`config.mk`:
```
export PLATFORM = sky130hd
export DESIGN_NAME = snake_tick_scheduler
export DESIGN_NICKNAME = d
export VERILOG_FILES = /design/src/rtl/snake_tick_scheduler_pkg.sv /design/src/rtl/snake_tick_scheduler_tick_counter.sv /design/src/rtl/snake_tick_scheduler.sv
export SDC_FILE = /design/constraint.sdc
export NUM_CORES = 1
export LEC_CHECK = 0
export CORE_MARGIN = 2
export CORE_UTILIZATION = 45
export CTS_CLUSTER_SIZE = 10
export DETAILED_ROUTE_END_ITERATION = 8
export PLACE_DENSITY = 0.71
export SETUP_SLACK_MARGIN = 0.05
export SLEW_MARGIN = 5
export SYNTH_ARGS = -nofsm -noshare
export SYNTH_HDL_FRONTEND = slang
export SYNTH_SLANG_ARGS = --single-unit
export TNS_END_PERCENT = 100
```
`constraint.sdc`:
```
create_clock -name clkIn -period 5.4 [get_ports clkIn]
set_input_delay 0.54 -clock clkIn [delete_from_list [all_inputs] [get_ports clkIn]]
set_output_delay 0.54 -clock clkIn [all_outputs]
set_load 0.02 [all_outputs]
```
`src/rtl/snake_tick_scheduler_pkg.sv`:
```
// Shared definitions for the snake game-tick scheduler: state encodings,
// field widths and the per-level period helper.
package snake_tick_scheduler_pkg;

  localparam int LEVEL_W = 3;
  localparam int CNT_W   = 32;

  typedef enum logic [1:0] {
    ST_STOPPED = 2'd0,
    ST_RUN     = 2'd1,
    ST_PAUSED  = 2'd2
  } state_e;

  // Period in clkIn cycles for a speed level, in full 32-bit arithmetic.
  function automatic logic [CNT_W-1:0] period_for(
    input logic [LEVEL_W-1:0] lvl,
    input logic [CNT_W-1:0]   base,
    input logic [CNT_W-1:0]   step
  );
    logic [CNT_W-1:0] lvl_ext;
    lvl_ext = {{(CNT_W-LEVEL_W){1'b0}}, lvl};
    return base - (lvl_ext * step);
  endfunction

endpackage

```
`src/rtl/snake_tick_scheduler_tick_counter.sv`:
```
// Free-running period counter: counts while enabled and pulses terminal once
// the count reaches period-1 or beyond, wrapping to zero on that cycle.
module tick_counter
  import snake_tick_scheduler_pkg::*;
(
  input  logic             clkIn,
  input  logic             rst,
  input  logic             enable,
  input  logic             clear,
  input  logic [CNT_W-1:0] period,
  output logic             terminal,
  output logic [CNT_W-1:0] count
);

  logic [CNT_W-1:0] count_r;
  logic             terminal_s;

  // A ">=" compare keeps the wrap safe when the period shrinks mid-count.
  always_comb begin
    terminal_s = 1'b0;
    if (enable && (count_r >= (period - 32'd1))) begin
      terminal_s = 1'b1;
    end else begin
      terminal_s = 1'b0;
    end
  end

  // Counter register: clear wins, then wrap on terminal, else count when enabled.
  always_ff @(posedge clkIn) begin
    if (rst) begin
      count_r <= {CNT_W{1'b0}};
    end else if (clear) begin
      count_r <= {CNT_W{1'b0}};
    end else if (terminal_s) begin
      count_r <= {CNT_W{1'b0}};
    end else if (enable) begin
      count_r <= count_r + 32'd1;
    end else begin
      count_r <= count_r;
    end
  end

  assign terminal = terminal_s;
  assign count    = count_r;

endmodule

```
`src/rtl/snake_tick_scheduler.sv`:
```
// Programmable game-tick controller: speed levels, run/pause/stop control,
// held tick requests with acknowledge, and sticky overrun accounting.
module snake_tick_scheduler
  import snake_tick_scheduler_pkg::*;
#(
  parameter int unsigned PERIOD_0    = 32'd12587500,
  parameter int unsigned PERIOD_STEP = 32'd1573437,
  parameter int unsigned LEVELS      = 32'd8
) (
  input  logic               clkIn,
  input  logic               rst,
  input  logic               start,
  input  logic               stop,
  input  logic               pause,
  input  logic               speedUp,
  input  logic               speedReset,
  input  logic               clearStatus,
  input  logic               tickAck,
  output logic               tickReq,
  output logic [LEVEL_W-1:0] level,
  output logic               running,
  output logic               paused,
  output logic               overrun,
  output logic [7:0]         missedCount
);

  localparam logic [LEVEL_W-1:0] LEVEL_MAX = LEVEL_W'(LEVELS - 32'd1);

  state_e             state_r;
  logic               running_r;
  logic               paused_r;
  logic               tick_req_r;
  logic [LEVEL_W-1:0] level_r;
  logic               overrun_r;
  logic [7:0]         missed_r;

  logic [CNT_W-1:0]   period_s;
  logic               cnt_enable_s;
  logic               cnt_clear_s;
  logic               terminal_s;
  logic               accept_s;
  logic               miss_s;
  logic [LEVEL_W-1:0] level_next_s;
  logic [7:0]         missed_base_s;
  logic               overrun_base_s;
  logic [7:0]         missed_next_s;
  logic               overrun_next_s;

  assign period_s     = period_for(level_r, PERIOD_0, PERIOD_STEP);
  // stop suppresses counting, and therefore any tick, in the cycle it arrives
  assign cnt_enable_s = (state_r == ST_RUN) && !stop;
  assign cnt_clear_s  = stop || (state_r == ST_STOPPED);

  tick_counter u_tick_counter (
    .clkIn   (clkIn),
    .rst     (rst),
    .enable  (cnt_enable_s),
    .clear   (cnt_clear_s),
    .period  (period_s),
    .terminal(terminal_s),
    .count   ()
  );

  assign accept_s = terminal_s && (!tick_req_r || tickAck);
  assign miss_s   = terminal_s && tick_req_r && !tickAck;

  // Next speed level: reset beats step-up, step-up saturates at the top level.
  always_comb begin
    level_next_s = level_r;
    if (speedReset) begin
      level_next_s = {LEVEL_W{1'b0}};
    end else if (speedUp && (level_r != LEVEL_MAX)) begin
      level_next_s = level_r + 3'd1;
    end else begin
      level_next_s = level_r;
    end
  end

  // Status update: a clear is applied before a miss in the same cycle.
  always_comb begin
    missed_base_s  = missed_r;
    overrun_base_s = overrun_r;
    missed_next_s  = missed_r;
    overrun_next_s = overrun_r;
    if (clearStatus) begin
      missed_base_s  = 8'd0;
      overrun_base_s = 1'b0;
    end else begin
      missed_base_s  = missed_r;
      overrun_base_s = overrun_r;
    end
    if (miss_s) begin
      overrun_next_s = 1'b1;
      if (missed_base_s != 8'hFF) begin
        missed_next_s = missed_base_s + 8'd1;
      end else begin
        missed_next_s = missed_base_s;
      end
    end else begin
      overrun_next_s = overrun_base_s;
      missed_next_s  = missed_base_s;
    end
  end

  // Control FSM with registered running/paused flags.
  always_ff @(posedge clkIn) begin
    if (rst) begin
      state_r   <= ST_STOPPED;
      running_r <= 1'b0;
      paused_r  <= 1'b0;
    end else if (stop) begin
      state_r   <= ST_STOPPED;
      running_r <= 1'b0;
      paused_r  <= 1'b0;
    end else begin
      case (state_r)
        ST_STOPPED: begin
          if (start) begin
            state_r   <= ST_RUN;
            running_r <= 1'b1;
            paused_r  <= 1'b0;
          end
        end
        ST_RUN: begin
          if (pause) begin
            state_r   <= ST_PAUSED;
            running_r <= 1'b0;
            paused_r  <= 1'b1;
          end
        end
        ST_PAUSED: begin
          if (pause) begin
            state_r   <= ST_RUN;
            running_r <= 1'b1;
            paused_r  <= 1'b0;
          end
        end
        default: begin
          state_r   <= ST_STOPPED;
          running_r <= 1'b0;
          paused_r  <= 1'b0;
        end
      endcase
    end
  end

  // Tick request handshake: a new tick beats a same-cycle ack, a miss holds it.
  always_ff @(posedge clkIn) begin
    if (rst) begin
      tick_req_r <= 1'b0;
    end else if (cnt_clear_s) begin
      tick_req_r <= 1'b0;
    end else if (accept_s) begin
      tick_req_r <= 1'b1;
    end else if (tickAck) begin
      tick_req_r <= 1'b0;
    end else begin
      tick_req_r <= tick_req_r;
    end
  end

  // Level and status registers; the level survives stop but not reset.
  always_ff @(posedge clkIn) begin
    if (rst) begin
      level_r   <= {LEVEL_W{1'b0}};
      overrun_r <= 1'b0;
      missed_r  <= 8'd0;
    end else begin
      level_r   <= level_next_s;
      overrun_r <= overrun_next_s;
      missed_r  <= missed_next_s;
    end
  end

  assign tickReq     = tick_req_r;
  assign level       = level_r;
  assign running     = running_r;
  assign paused      = paused_r;
  assign overrun     = overrun_r;
  assign missedCount = missed_r;

endmodule

```
==> results.sh <==
export IMPL_die_h_um=101.1
export IMPL_dp_hpwl_mm=8.206
export IMPL_crit_path_max_fanout=7
export IMPL_ys_seq_elements=48
export IMPL_viasPerCell=5.748
export IMPL_cap_violations=0
export IMPL_area_growth_synth_to_final_pct=22.87
export IMPL_final_cell_mix="nor2_1, ha_1, dfxtp_1"
export IMPL_cts_buffers_inserted=5
export IMPL_finalPower_w=0.0007221
export IMPL_drive_above_1_share_pct=19.18
export IMPL_synth_ff_type="dfxtp_1"
export IMPL_synthArstFlopShare_pct=0
export IMPL_rsz0062_at_grt="true"
export IMPL_placed_area_um2=4837
export IMPL_drcViolationCount=0
export IMPL_status="complete, but fails checks"
export IMPL_via_count=3874
export IMPL_die_area_um2=10220
export IMPL_power_density_nw_per_um2=138.6
export IMPL_antenna_found_initial=0
export IMPL_grt_pass1_vias=3729
export IMPL_cp_slowest_cell="fa_2"
export IMPL_first_pass_iters=4
export IMPL_cellLeakagePower_nw=1.937
export IMPL_finalCritPeriodShare_pct=100.5
export IMPL_ff2ff_setup_slack_ns=-0.03
export IMPL_critPathCaptureType="register"
export IMPL_port_buffer_count=23
export IMPL_finalMaxSlewViolations=0
export IMPL_clk_pin_slew_worst_paths_ns=0.09
export IMPL_yosys_area_top_type="dfxtp_1"
export IMPL_skew_ns=0.01029
export IMPL_start_util_pct=46.11
export IMPL_gr_total_overflow=0
export IMPL_path_cells="buf_6, fa_2, inv_2, ha_4, and4b_2, o311ai_4, o211ai_2, nor3_4, nand4_1, nor3_4, nor2_2, xnor2_1, ha_1, nand4_1, nor4b_4, a22oi_1, maj3_2, o211a_4, or4_4, mux2_4"
export IMPL_setup_slack_ns=-0.02714
export IMPL_path_class="reg2reg"
export IMPL_r2r_cells=20
export IMPL_grt_max_degree=33
export IMPL_yosysUniqueCellTypes=72
export IMPL_track_usage_pct=21.54
export IMPL_postLayoutCellArea_um2=5210
export IMPL_timing_rr_start="level[1]$_SDFFE_PP0P_"
export IMPL_hold_buffers=0
export IMPL_final_common_cell="nor2_1"
export IMPL_insertion_delay_ns=0.31
export IMPL_hold_violations=0
export IMPL_place_gp_congestion=0.9466
export IMPL_whs_path_depth=2
export IMPL_hold_slack_ns=0.4639
export IMPL_ant_nets=0
export IMPL_synth_yosys_warnings=0
export IMPL_core_um2=9196
export IMPL_slew_headroom_pct=43.04
export IMPL_grt_pass1_wl_mm=17.84
export IMPL_io_pins=24
export IMPL_syn_num_nets=578
export IMPL_hp_class="reg2reg"
export IMPL_worstPathArrival_ns=5.63
export IMPL_drtIter0Drc=168
export IMPL_die_x_um=101.1
export IMPL_r2r_end="missedCount[7]$_SDFF_PP0_"
export IMPL_cts_tree="built"
export IMPL_crit_required_ns=5.60
export IMPL_violations="setup timing"
export IMPL_fmax_mhz=184.3
export IMPL_hold_path_startpoint="overrun$_SDFFE_PP0P_"
export IMPL_tightest_slew_ns=0.8506
export IMPL_min_to="overrun$_SDFFE_PP0P_"
export IMPL_fp_row_count=35
export IMPL_cts_sinks=48
export IMPL_ys_seq_area_share_pct=22.66
export IMPL_cp_start_kind="register"
export IMPL_avgRoutedWirePerCell_um=16.24
export IMPL_synth_edf_count=0
export IMPL_synthTopCellsByArea="dfxtp_1, ha_1, xor2_1"
export IMPL_cts_root_buf="clkbuf_8"
export IMPL_nets=628
export IMPL_setup_violations=1
export IMPL_synth_top_area_share_pct=22.66
export IMPL_drt_wl_total_mm=10.95
export IMPL_peakVddDrop_mv=0.1217
export IMPL_diodes=0
export IMPL_syn_inst=512
export IMPL_clk_path_buf_depth=2
export IMPL_period_needed_ns=5.427
export IMPL_max_stage_delay_ns=0.61
export IMPL_synth_area_um2=4240
export IMPL_syn_area_per_cell_um2=8.282
export IMPL_htreeDepth=2
cells by family (layout without fill, tap and decap cells):
kind of cell             Yosys count  in the layout  synth area share (%)
AND/OR/NAND/NOR                  213            213                 26.41
AO/OA/AOI/OAI                     99             99                 16.91
adder cells (fa/ha/maj)           58             58                 17.97
XOR/XNOR                          49             49                 10.48
flip-flops                        48             48                 22.66
buffers and inverters             39             90                 4.101
multiplexers                       6              6                 1.475
power breakdown:
part	internal [W]	leakage (nW)	total [W]	switching (W)
sequential	0.000354	0.389	0.000356	0.00000243
combinational	0.0000600	1.50	0.000134	0.0000736
clock	0.000104	0.0477	0.000232	0.000128
state kept, by name, indices dropped and copies added (netlist names):
register and flops:
u_tick_counter.count 32, state_r 2, running 1, level 3, tickReq 1, overrun 1
missedCount 8
metal layers:
| layer | up-vias | track usage [%] | wire length [um] |
|---|---|---|---|
| met5 | - | 0 | 0 |
| met3 | 18 | 2.635 | 343 |
| met1 | 1837 | 29.54 | 5292 |
| met4 | 0 | 7.588 | 212 |
| met2 | 67 | 34.79 | 5099 |
| li1 | 1952 | - | - |
final cells by class:
type / instances / area (um2)
tap: 111 / 138.9
clock inverter: 2 / 13.76
sequential: 48 / 972.2
inverter: 23 / 93.84
clock buffer: 6 / 82.58
multi-input combinational: 425 / 3374
fill: 828 / 3986
timing repair buffer: 59 / 534.3
through the flow:
step	TNS [ns]	utilization, %	instances	worst slack [ns]
floorplan	0	-	512	0.05469
global placement	0	52.60	651	0.06818
global route	-1.328	56.65	674	-0.2594
detailed placement	-0.04811	52.60	651	-0.03840
finish	-0.02714	56.65	674	-0.02714
CTS	0	54.14	662	0.05565
critical path, delay by kind of cell (launching register included):
family	cells	cell delay (ns)
buffers and inverters	2	0.20
flip-flops	1	0.39
adder cells (fa/ha/maj)	4	1.46
AO/OA/AOI/OAI	4	0.78
AND/OR/NAND/NOR	8	2.03
multiplexers	1	0.31
XOR/XNOR	1	0.14
repair_timing:
item	4_1_cts	5_1_grt
endpoints found under the setup margin	5	41
setup buffers	3	12
gates resized for setup	8	31
pin swaps	2	12
worst max path at each step:
| stage | from | end | slack [ns] | depth (start not counted) |
|---|---|---|---|---|
| global route | level[2]$_SDFFE_PP0P_ | missedCount[7]$_SDFF_PP0_ | -0.26 | 20 |
| detailed placement | level[1]$_SDFFE_PP0P_ | missedCount[7]$_SDFF_PP0_ | -0.04 | 19 |
| global placement | level[0]$_SDFFE_PP0P_ | missedCount[7]$_SDFF_PP0_ | 0.07 | 19 |
| finish | level[1]$_SDFFE_PP0P_ | missedCount[7]$_SDFF_PP0_ | -0.03 | 20 |
| CTS | level[1]$_SDFFE_PP0P_ | missedCount[7]$_SDFF_PP0_ | 0.06 | 22 |
| floorplan | level[0]$_SDFFE_PP0P_ | missedCount[7]$_SDFF_PP0_ | 0.05 | 23 |
cell usage after synthesis (6+ instances only):
library cell,count
nand2_1,31
nand3_1,23
nor2b_1,11
and3_1,8
nor2_1,60
ha_1,52
clkbuf_1,6
dfxtp_1,48
o21ai_0,18
nor3_1,16
xnor2_1,19
buf_2,7
xor2_1,28
a21oi_1,28
nand3b_1,6
or4_1,6
o211ai_1,6
nand4_1,13
and2_1,9
inv_1,23
No activity file was read; power rests on OpenSTA's default activity.
